<file path="src/rtl/axi_stream_arb_pkg.sv">
// ============================================================================
//  Module   : axi_stream_arb_pkg
//  Purpose  : Shared types and helpers for the packet-granular AXI4-Stream
//             round-robin arbiter (FSM state encoding, index width helper,
//             behavioural round-robin reference function).
//  Revision : 1.0  initial release
// ============================================================================
`default_nettype none

package axi_stream_arb_pkg;

  // Two-state arbiter FSM: IDLE arbitrates, BUSY forwards one whole packet.
  typedef enum logic [0:0] {
    ARB_IDLE = 1'b0,
    ARB_BUSY = 1'b1
  } arb_state_t;

  // Width of a source index; a single source still needs one bit.
  function automatic int unsigned src_w(input int unsigned n);
    return (n < 2) ? 1 : $clog2(n);
  endfunction

  // Reference round-robin choice: first requester after 'last', wrapping.
  // Returns -1 when nobody requests.
  function automatic int rr_next(input logic [31:0] req, input int last, input int n);
    int pick;
    pick = -1;
    for (int k = n; k >= 1; k--) begin
      if (req[(last + k) % n]) pick = (last + k) % n;
    end
    return pick;
  endfunction

endpackage

`default_nettype wire

</file>
<file path="src/rtl/axi_stream_rr_arbiter_rr_select.sv">
// ============================================================================
//  Module   : rr_select
//  Purpose  : Combinational rotate-priority encoder. Picks the first asserted
//             request after 'last', wrapping from NUM_SOURCES-1 back to 0.
//  Ports    : req     in  NUM_SOURCES  request vector
//             last    in  SRC_W        index granted most recently
//             gnt_idx out SRC_W        selected index (0 when none)
//             any     out 1            at least one request present
//  Revision : 1.0  initial release
// ============================================================================
`default_nettype none

module rr_select #(
  parameter int NUM_SOURCES = 4,
  parameter int SRC_W       = 2
) (
  input  logic [NUM_SOURCES-1:0] req,
  input  logic [SRC_W-1:0]       last,
  output logic [SRC_W-1:0]       gnt_idx,
  output logic                   any
);

  int               w_idx;
  logic [SRC_W-1:0] w_idx_s;

  // Walk offsets from farthest to nearest so the nearest requester after
  // 'last' is the final (winning) assignment.
  always_comb begin
    gnt_idx = '0;
    any     = 1'b0;
    w_idx   = 0;
    w_idx_s = '0;
    for (int k = NUM_SOURCES; k >= 1; k--) begin
      w_idx   = (int'(last) + k) % NUM_SOURCES;
      w_idx_s = SRC_W'(w_idx);
      if (req[w_idx_s]) begin
        gnt_idx = w_idx_s;
        any     = 1'b1;
      end
    end
  end

endmodule

`default_nettype wire

</file>
<file path="src/rtl/axi_stream_rr_arbiter.sv">
// ============================================================================
//  Module   : axi_stream_rr_arbiter
//  Purpose  : Packet-granular round-robin arbiter sharing one AXI4-Stream
//             master among NUM_SOURCES slave ports. A grant is held from the
//             first beat through the TLAST beat; one idle arbitration cycle
//             separates packets. The granted index is driven on m_tid.
//  Ports    : aclk, aresetn (async, active-low)
//             s_tvalid/s_tready/s_tlast  per-source handshake and last
//             s_tdata/s_tkeep/s_tstrb/s_tuser  packed per source, slice i
//             m_tvalid/m_tready/m_tdata/m_tkeep/m_tstrb/m_tlast/m_tuser
//             m_tid  granted source index
//             busy   high while a packet is in progress
//  Revision : 1.0  initial release
// ============================================================================
`default_nettype none

module axi_stream_rr_arbiter
  import axi_stream_arb_pkg::*;
#(
  parameter  int NUM_SOURCES = 4,
  parameter  int BYTE_WIDTH  = 4,
  parameter  int USER_WIDTH  = 1,
  localparam int SRC_W       = src_w(NUM_SOURCES)
) (
  input  logic                                aclk,
  input  logic                                aresetn,
  input  logic [NUM_SOURCES-1:0]              s_tvalid,
  output logic [NUM_SOURCES-1:0]              s_tready,
  input  logic [NUM_SOURCES*8*BYTE_WIDTH-1:0] s_tdata,
  input  logic [NUM_SOURCES*BYTE_WIDTH-1:0]   s_tkeep,
  input  logic [NUM_SOURCES*BYTE_WIDTH-1:0]   s_tstrb,
  input  logic [NUM_SOURCES-1:0]              s_tlast,
  input  logic [NUM_SOURCES*USER_WIDTH-1:0]   s_tuser,
  output logic                                m_tvalid,
  input  logic                                m_tready,
  output logic [8*BYTE_WIDTH-1:0]             m_tdata,
  output logic [BYTE_WIDTH-1:0]               m_tkeep,
  output logic [BYTE_WIDTH-1:0]               m_tstrb,
  output logic                                m_tlast,
  output logic [USER_WIDTH-1:0]               m_tuser,
  output logic [SRC_W-1:0]                    m_tid,
  output logic                                busy
);

  localparam int DATA_W = 8 * BYTE_WIDTH;

  arb_state_t       r_state, w_state_nxt;
  logic [SRC_W-1:0] r_grant, w_grant_nxt;
  logic [SRC_W-1:0] r_last_grant, w_last_grant_nxt;
  logic [SRC_W-1:0] w_sel_idx;
  logic             w_sel_any;
  logic             w_pkt_end;

  // Per-source views of the packed slave buses.
  logic [DATA_W-1:0]     w_data_arr [NUM_SOURCES];
  logic [BYTE_WIDTH-1:0] w_keep_arr [NUM_SOURCES];
  logic [BYTE_WIDTH-1:0] w_strb_arr [NUM_SOURCES];
  logic [USER_WIDTH-1:0] w_user_arr [NUM_SOURCES];

  for (genvar i = 0; i < NUM_SOURCES; i++) begin : g_unpack
    assign w_data_arr[i] = s_tdata[i*DATA_W +: DATA_W];
    assign w_keep_arr[i] = s_tkeep[i*BYTE_WIDTH +: BYTE_WIDTH];
    assign w_strb_arr[i] = s_tstrb[i*BYTE_WIDTH +: BYTE_WIDTH];
    assign w_user_arr[i] = s_tuser[i*USER_WIDTH +: USER_WIDTH];
  end

  rr_select #(
    .NUM_SOURCES (NUM_SOURCES),
    .SRC_W       (SRC_W)
  ) u_rr_select (
    .req     (s_tvalid),
    .last    (r_last_grant),
    .gnt_idx (w_sel_idx),
    .any     (w_sel_any)
  );

  // Final beat of the granted packet is accepted by the sink.
  assign w_pkt_end = s_tvalid[r_grant] & m_tready & s_tlast[r_grant];

  // State register. last_grant resets to the top index so source 0 wins first.
  always_ff @(posedge aclk or negedge aresetn) begin
    if (!aresetn) begin
      r_state      <= ARB_IDLE;
      r_grant      <= '0;
      r_last_grant <= SRC_W'(NUM_SOURCES - 1);
    end else begin
      r_state      <= w_state_nxt;
      r_grant      <= w_grant_nxt;
      r_last_grant <= w_last_grant_nxt;
    end
  end

  // Next-state logic. The grant only moves in IDLE, so it is frozen for the
  // whole packet.
  always_comb begin
    w_state_nxt      = r_state;
    w_grant_nxt      = r_grant;
    w_last_grant_nxt = r_last_grant;
    case (r_state)
      ARB_IDLE: begin
        if (w_sel_any) begin
          w_grant_nxt = w_sel_idx;
          w_state_nxt = ARB_BUSY;
        end
      end
      ARB_BUSY: begin
        if (w_pkt_end) begin
          w_state_nxt      = ARB_IDLE;
          w_last_grant_nxt = r_grant;
        end
      end
      default: w_state_nxt = ARB_IDLE;
    endcase
  end

  // Output logic: combinational passthrough of the granted source; handshake
  // signals are gated off outside BUSY so the arbitration cycle is a bubble.
  always_comb begin
    m_tvalid = 1'b0;
    s_tready = '0;
    busy     = 1'b0;
    m_tid    = r_grant;
    m_tdata  = w_data_arr[r_grant];
    m_tkeep  = w_keep_arr[r_grant];
    m_tstrb  = w_strb_arr[r_grant];
    m_tuser  = w_user_arr[r_grant];
    m_tlast  = s_tlast[r_grant];
    if (r_state == ARB_BUSY) begin
      busy              = 1'b1;
      m_tvalid          = s_tvalid[r_grant];
      s_tready[r_grant] = m_tready;
    end
  end

endmodule

`default_nettype wire

</file>
<file path="config.mk">
export PLATFORM = sky130hd
export DESIGN_NAME = axi_stream_rr_arbiter
export DESIGN_NICKNAME = d
export VERILOG_FILES = /design/src/rtl/axi_stream_arb_pkg.sv /design/src/rtl/axi_stream_rr_arbiter_rr_select.sv /design/src/rtl/axi_stream_rr_arbiter.sv
export SDC_FILE = /design/constraint.sdc
export NUM_CORES = 1
export LEC_CHECK = 0
export CAP_MARGIN = 40
export CORE_AREA = 2 2 87 89
export DETAILED_ROUTE_END_ITERATION = 10
export DIE_AREA = 0 0 89 91
export PLACE_DENSITY_LB_ADDON = 0.3
export SLEW_MARGIN = 5
export SYNTH_ARGS = -nofsm -noshare
export SYNTH_HDL_FRONTEND = slang
export SYNTH_HIERARCHICAL = 1
export SYNTH_SLANG_ARGS = --single-unit
</file>
<file path="constraint.sdc">
create_clock -name aclk -period 1.6 [get_ports aclk]
set_clock_uncertainty 0.1 [all_clocks]
set_input_delay 0.32 -clock aclk [delete_from_list [all_inputs] [get_ports aclk]]
set_output_delay 0.32 -clock aclk [all_outputs]
set_load 0.005 [all_outputs]
</file>
# [Yosys cells after proc, flatten, opt, wreduce, memory -nomap -nowiden]
# Index checks and enable logic that the tools add are counted.
[op_classes] add_sub_neg=4 magnitude_cmp=7 n_mux=40 n_bitwise=5 n_reduce_logical=3
[ops] op="$bmux W32 S2" n=1
[ops] op="$mux W32" n=2
[ops] op="$mux W4" n=5
[ops] op="$mux W1" n=17
[ops] op="$bmux W4 S2" n=2
[ops] op="$lt A2 B3 Y1 const B" n=5
[ops] op="$bmux W1 S2" n=7
[ops] op="$mux W2" n=4
[ops] op="$add A2 B1 Y2 const B" n=2
[ops] op="$add A2 B2 Y2 const B" n=2
[ops] op="$and A4 B4 Y4" n=1
[ops] op="$reduce_and A2 Y1" n=2
[ops] op="$ge A3 B3 Y1 const B" n=1
[ops] op="$not A2 Y3" n=1
[ops] op="$and A1 B1 Y1" n=2
[ops] op="$demux W1 S2" n=1
[ops] op="$ge A2 B1 Y1 const B" n=1
[ops] op="$pmux W1 S2" n=1
[ops] op="$logic_and A1 B1 Y1" n=1
[ops] op="$not A1 Y1" n=1
[word_totals] regBits=5 in_bits=175 output_inout_bits=50 word_cells=62

# [Depth between registers and ports, before layout]
# Gate-level depths: netlist (run 1).
[logic_depth] depth_word=9 ltp_mapped=5 depth_no_buf=5

# [By module]
# Netlist (run 1), hierarchy kept.
[modules_own_cells] module="axi_stream_rr_arbiter" instances=1 cells_per_inst=78 area_per_inst_um2=1301.2 seq_area_each_um2=127.6
[modules_own_cells] module="rr_select" instances=1 cells_per_inst=14 area_per_inst_um2=91.3 seq_area_each_um2=0.0

# [Worst setup path after synthesis (run 1)]
# OpenSTA, ideal clock, no wires.
[synth_timing] path_type="flip-flop to output port" startpoint="register r_grant[0], in the netlist m_tid[0]" endpoint="output m_tdata[10]" t_arrival_ps=1308 required_time_ps=1180 path_slack_ps=-128 path_stages_with_launch=4 path_buffers=2 cell_sequence="dfrtp_1 > buf_6 > buf_4 > mux4_2"
[synth_via] elab_chain_cells=4
[synth_lines] element="from (decl)" line="axi_stream_rr_arbiter.sv:48" source="logic [SRC_W-1:0] r_grant, w_grant_nxt;"
[synth_lines] element="from (signal assigned)" line="axi_stream_rr_arbiter.sv:88" source="r_grant <= w_grant_nxt;"
[synth_lines] element="$not A2 Y3 (implied by the code)" line="axi_stream_rr_arbiter.sv:123" source="m_tdata = w_data_arr[r_grant];"
[synth_lines] element="$bmux W32 S2" line="axi_stream_rr_arbiter.sv:123"
[synth_lines] element="$mux W32 (implied by the code) (2 in series)" line="axi_stream_rr_arbiter.sv:123"
[synth_lines] element="to (decl)" line="axi_stream_rr_arbiter.sv:36" source="output logic [8*BYTE_WIDTH-1:0] m_tdata,"
# No other way between the ends. The select of a mux whose other input is x is not followed.

# [Worst setup path in the final report (run 1)]
[layout_timing] startpoint="register r_grant[0], in the netlist m_tid[0]" endpoint="output m_tdata[18]"
# The elaborated chain is that of the path after synthesis.

==> impl_metrics.tcl, run 1 <==
set metrics [dict create \
    status "finished with violations" \
    violations "negative setup slack" \
    path_clk_slew_ns 0.04 \
    fp.dieH_um 91 \
    synth_most_common_cell "mux4_2" \
    hp-class "in -> async" \
    die_area_mm2 0.008099 \
    powerDensity_mw_per_mm2 1250 \
    yosysTopAreaCell "mux4_2" \
    max-vdd-ir-drop_mv 0.9890 \
    grt_pass1_vias 2327 \
    via_count 2112 \
    setup_viol 51 \
    place_congestion 0.8777 \
    ys_ff_latch 5 \
    wire_per_inst_um 18.90 \
    path_class "reg -> out" \
    synth_area_leaders "mux4_2 68%, dfrtp_1 5.4%, dfstp_2 3.8%" \
    worst_pin_slew_ns 0.2021 \
    slowest_delay_ns 0.42 \
    max-cap-violations 0 \
    h-tree-depth 1 \
    cpMostUsedCell "buf_12" \
    clockBufferDepth 2 \
    layout_setup_ws_ns -0.5329 \
    reg2regPathDepth 9 \
    ys_seq_area_share_pct 9.164 \
    fp.coreArea_mm2 0.007137 \
    avgSynthCellArea_um2 15.14 \
    cp_max_fo 8 \
    instances_no_fill 460 \
    clock_sinks 5 \
    drt.antenna.violating_nets 0 \
    num-nets-final 537 \
    post-route-period-util_pct 133.3 \
    overflow 0 \
    grt_max_degree 25 \
    synthTopCellsByCount "42 x mux4_2, 6 x nor2_1, 4 x buf_2, 4 x buf_4, 4 x nand2b_1" \
    drt_iter0_drc 24 \
    synth_top_area_share_pct 67.92 \
    antenna_found_initial 1 \
    cts_tree "built" \
    syn_area_mm2 0.001393 \
    slew_headroom_pct 86.14 \
    start_util_pct 19.51 \
    synth-edff-count 0 \
    drt_first_pass_iters 4 \
    hpwl_mm 7.296 \
    viasPerCell 4.591 \
    syn_nets 267 \
    io_pins 225 \
    grt_pass1_wl_mm 12.36 \
    endpoint_kind "output port" \
    drive_gt1_share_pct 44.60 \
    cpMaxStageDelayCell "dfrtp_2" \
    synthArstFlopShare_pct 100.0 \
    cp.arrival_ns 1.71 \
    cts_inserted_buffers 3 \
    cp-start-kind "flip-flop" \
    finalMaxSlewViolations 0 \
    critPathBufInv 5 \
    rows 31 \
    track_usage_pct 20.50 \
    crit_family "buffers and inverters" \
    p_leak_nw 1.665 \
    antenna_cells 0 \
    dp_cells 426 \
    drc 0 \
    worstPathCellList "buf_12 > buf_12 > buf_12 > buf_4 > mux4_2 > buf_2" \
    finalCriticalPeriod_ns 2.133 \
    synth_warnings 6 \
    synthDistinctLibCells 26 \
    synth_flop_cell "dfrtp_1" \
    clk_latency_ns 0.22 \
    fillers 646 \
    max_freq_mhz 468.8 \
    totalWireLength_mm 8.693 \
    rsz0062_at_grt "yes" \
    post-route-util_pct 57.56 \
    port_buffers 224 \
    cp.depth 6 \
    crit_required_ns 1.18 \
    hold_violations 0 \
    area_growth_syn_to_layout_pct 195.0 \
    clock-root-buffer "clkbuf_8" \
    die_width_um 89 \
    synthCells 92 \
]
## worst paths after layout
kind,from,to,slack (ns)
min in group aclk,r_last_grant[0]$_DFFE_PN1P_,r_last_grant[0]$_DFFE_PN1P_,0.54
setup reg to reg,m_tid[0]$_DFFE_PN0P_,r_last_grant[1]$_DFFE_PN1P_,-0.38
hold / removal,aresetn,r_state$_DFF_PN0_,0.22
hold reg to reg,r_last_grant[0]$_DFFE_PN1P_,r_last_grant[0]$_DFFE_PN1P_,0.54
max in group asynchronous,aresetn,r_last_grant[1]$_DFFE_PN1P_,0.93
setup / recovery,m_tid[0]$_DFFE_PN0P_,m_tdata[18],-0.53
## report_power, final
part           internal [mW]  leakage [nW]  total (mW)  switching (mW)
clock network          0.172        0.0228       0.240          0.0682
registers              0.213        0.0514       0.284          0.0713
logic                   3.02          1.59        4.61            1.59
## routing by layer
layer	up-vias	track usage (%)	share of wire [%]
met1	1007	22.07	34
met5	-	0	0.15
li1	957	-	-
met4	2	8.085	3.6
met3	22	6.545	11
met2	124	36.38	52
## through the flow
| stage | area (um2) | setup TNS, ns | setup slack (ns) | power [mW] | hold slack (ns) |
|---|---|---|---|---|---|
| 2_1_floorplan | 1441 | -2.655 | -0.07431 | 2.376 | -0.07559 |
| 3_3_place_gp | 3884 | -23.22 | -0.5241 | 4.463 | 0.4567 |
| 3_5_place_dp | 3884 | -23.57 | -0.5290 | 4.488 | 0.4638 |
| 4_1_cts | 4023 | -21.65 | -0.5490 | 4.973 | 0.2215 |
| 5_1_grt | 4108 | -23.70 | -0.5839 | 5.477 | 0.2275 |
| 6_report | 4108 | -21.00 | -0.5329 | 5.133 | 0.2208 |
## state kept, by name, indices dropped and copies added (netlist names)
register      count
m_tid             2
r_last_grant      2
r_state           1
## cells by family after synthesis
family / Yosys count / share of synthesized area [%]
AOI/OAI and AO/OA: 8 / 4.672
and+or+nand+nor: 19 / 7.368
DFF: 5 / 9.164
muxes: 48 / 73.05
buffers and inverters: 12 / 5.750
## placed cells by master, fill, tap and decap left out, types with 3 or more instances in the layout
cell type	instances
buf_6	16
dfrtp_2	3
buf_2	34
buf_12	5
nand2_1	3
nand2b_1	4
clkdlybuf4s50_1	173
mux4_2	42
buf_4	33
clkbuf_2	7
clkbuf_8	3
buf_8	3
nor2_1	5
## repair_timing
item | in CTS | in global routing
setup endpoints to repair | 54 | 53
cloned | 3 | 0
pin swaps | 2 | 4
hold buffers | 0 | 0
gates resized for setup | 192 | 30
setup buffers | 17 | 13
## worst register-to-register path: cells and delay by family, from the launching register on
| kind | cells | cell delay (ns) |
|---|---|---|
| AO/OA/AOI/OAI | 1 | 0.10 |
| buffers and inverters | 5 | 0.67 |
| AND/OR/NAND/NOR | 2 | 0.30 |
| multiplexers | 1 | 0.31 |
| flip-flops | 1 | 0.42 |
## cell type report
class / count / area (um2) / area share (%)
Timing Repair Buffer: 275 / 2586 / 62.96
Multi-Input combinational cell: 75 / 1214 / 29.55
Sequential cell: 5 / 131.4 / 3.198
Tap cell: 99 / 123.9 / 3.016
Clock buffer: 4 / 45.04 / 1.097
Inverter: 2 / 7.507 / 0.1828
Power figures use the tool's default switching activity.
==> run 2: changes to the inputs <==
Settings changed: TNS_END_PERCENT set to 30.
==> run 2 against run 1 <==
The run still ends with negative setup slack left; utilization is 0.42 points lower; sequential power is 10% higher; total power decreased by 2.2%; first-iteration DRC count shrank 17%; global-route usage shrank 0.22 points; cell count down 2.6%; maximum frequency is 0.77% lower; setup slack worse by 0.017 ns; non-clock buffer count shrank 12; critical endpoint is now m_tdata[13].
==> impl_metrics.tcl, run 2 (synthesis gave the netlist of run 1 again) <==
set metrics [dict create \
    hp-class "in -> async" \
    hpwl_mm 7.296 \
    pre_cts_ws_ns -0.5290 \
    drive_gt1_share_pct 40.11 \
    layout_setup_ws_ns -0.5494 \
    drc 0 \
    overflow 0 \
    rows 31 \
    hold_violations 0 \
    track_usage_pct 20.28 \
    mostFrequentLayoutCells "172 x clkdlybuf4s50_1, 42 x mux4_2, 25 x buf_2" \
    cts_inserted_buffers 3 \
    grt_max_degree 25 \
    worst_pin_slew_ns 0.2139 \
    fp.dieH_um 91 \
    clockBufferDepth 2 \
    cp.depth 6 \
    die_area_mm2 0.008099 \
    port_buffers 224 \
    cts_hold_buf 0 \
    crit_required_ns 1.18 \
    rsz0062_at_grt "yes" \
    final_common_cell "clkdlybuf4s50_1" \
    die_width_um 89 \
    wire_per_inst_um 19.12 \
    num-nets-final 525 \
    totalWireLength_mm 8.566 \
    fp.coreArea_mm2 0.007137 \
    finalMaxSlewViolations 0 \
    reg2reg_slack_ns -0.28 \
    finalPower_mw 5.020 \
    start_util_pct 19.51 \
    cp_max_fo 8 \
    rr_endpoint "r_last_grant[1]$_DFFE_PN1P_" \
    drt_iter0_drc 20 \
    cpMostUsedCell "buf_12" \
    max-vdd-ir-drop_mv 0.7423 \
    crit_family "buffers and inverters" \
    worstPathCellList "buf_12 > buf_12 > buf_12 > buf_8 > mux4_2 > buf_6" \
    clock-root-buffer "clkbuf_8" \
    path_clk_slew_ns 0.04 \
    clock_sinks 5 \
    endpoint_kind "output port" \
    max_freq_mhz 465.2 \
    slowest_delay_ns 0.44 \
    place_congestion 0.8777 \
    drt.antenna.violating_nets 0 \
    critPathBufInv 5 \
    cpMaxStageDelayCell "mux4_2" \
    cp-start-kind "flip-flop" \
    crit_start "m_tid[0]$_DFFE_PN0P_" \
    max-cap-violations 0 \
    area_growth_syn_to_layout_pct 192.8 \
    grt_pass1_vias 2293 \
    reg2regPathDepth 7 \
    cp.arrival_ns 1.73 \
    setup_viol 51 \
    grt_pass1_wl_mm 12.19 \
    antenna_cells 0 \
    status "finished with violations" \
    powerDensity_mw_per_mm2 1231 \
    violations "negative setup slack" \
    cts_tree "built" \
    io_pins 225 \
    via_count 2073 \
    post-route-period-util_pct 134.3 \
    viasPerCell 4.627 \
    rr_startpoint "m_tid[0]$_DFFE_PN0P_" \
    timing.setup.tns_ns -21.33 \
    antenna_found_initial 1 \
    finalCriticalPeriod_ns 2.149 \
    slew_headroom_pct 85.33 \
    drt_first_pass_iters 4 \
    p_leak_nw 1.644 \
    h-tree-depth 1 \
    endpoint "m_tdata[13]" \
    clk_latency_ns 0.22 \
    path_class "reg -> out" \
]
## run 2: per-stage QoR
stage / hold WS, ns / area [um2] / std cells / util [%]
after floorplan: -0.07559 / 1441 / 92 / -
after detailed placement: 0.4638 / 3884 / 426 / 54.42
final: 0.2217 / 4078 / 448 / 57.14
after global placement: 0.4567 / 3884 / 426 / 54.42
after CTS: 0.2210 / 3996 / 441 / 56.00
after global routing: 0.2275 / 4078 / 448 / 57.14
## run 2: worst min path at each step
stage	slack, ns	end	startpoint	cells past startpoint
2_1_floorplan	-0.08	m_tid[0]$_DFFE_PN0P_	aresetn	0
3_3_place_gp	0.46	r_state$_DFF_PN0_	aresetn	1
4_1_cts	0.22	r_state$_DFF_PN0_	aresetn	1
3_5_place_dp	0.46	r_state$_DFF_PN0_	aresetn	1
5_1_grt	0.23	r_state$_DFF_PN0_	aresetn	1
6_report	0.22	r_state$_DFF_PN0_	aresetn	1
## run 2: routing by layer
metal / share of wire, % / up-vias / track usage (%)
li1: - / 934 / -
met1: 34 / 991 / 21.73
met2: 51 / 124 / 36.01
met3: 11 / 22 / 6.545
met4: 3.6 / 2 / 8.085
met5: 0.15 / - / 0
## run 2: layout make-up
type	count	area, um2
clock buffer	4	45.04
fill	646	3059
tap	99	123.9
inverter	2	7.507
multi-input combinational	75	1205
timing repair buffer	263	2566
sequential	5	130.1
## run 2: where the power goes
| group | internal, mW | total, mW | switching (mW) |
|---|---|---|---|
| Clock | 0.172 | 0.240 | 0.0688 |
| Combinational | 2.97 | 4.47 | 1.50 |
| Sequential | 0.211 | 0.313 | 0.101 |
| Total | 3.35 | 5.02 | 1.67 |
## run 2: repair_timing
item,CTS,global route
buffers inserted,9,7
hold endpoints to repair,0,0
endpoints found under the setup margin,54,52
gates cloned,3,0
pin swaps,2,2
gates resized for setup,171,20
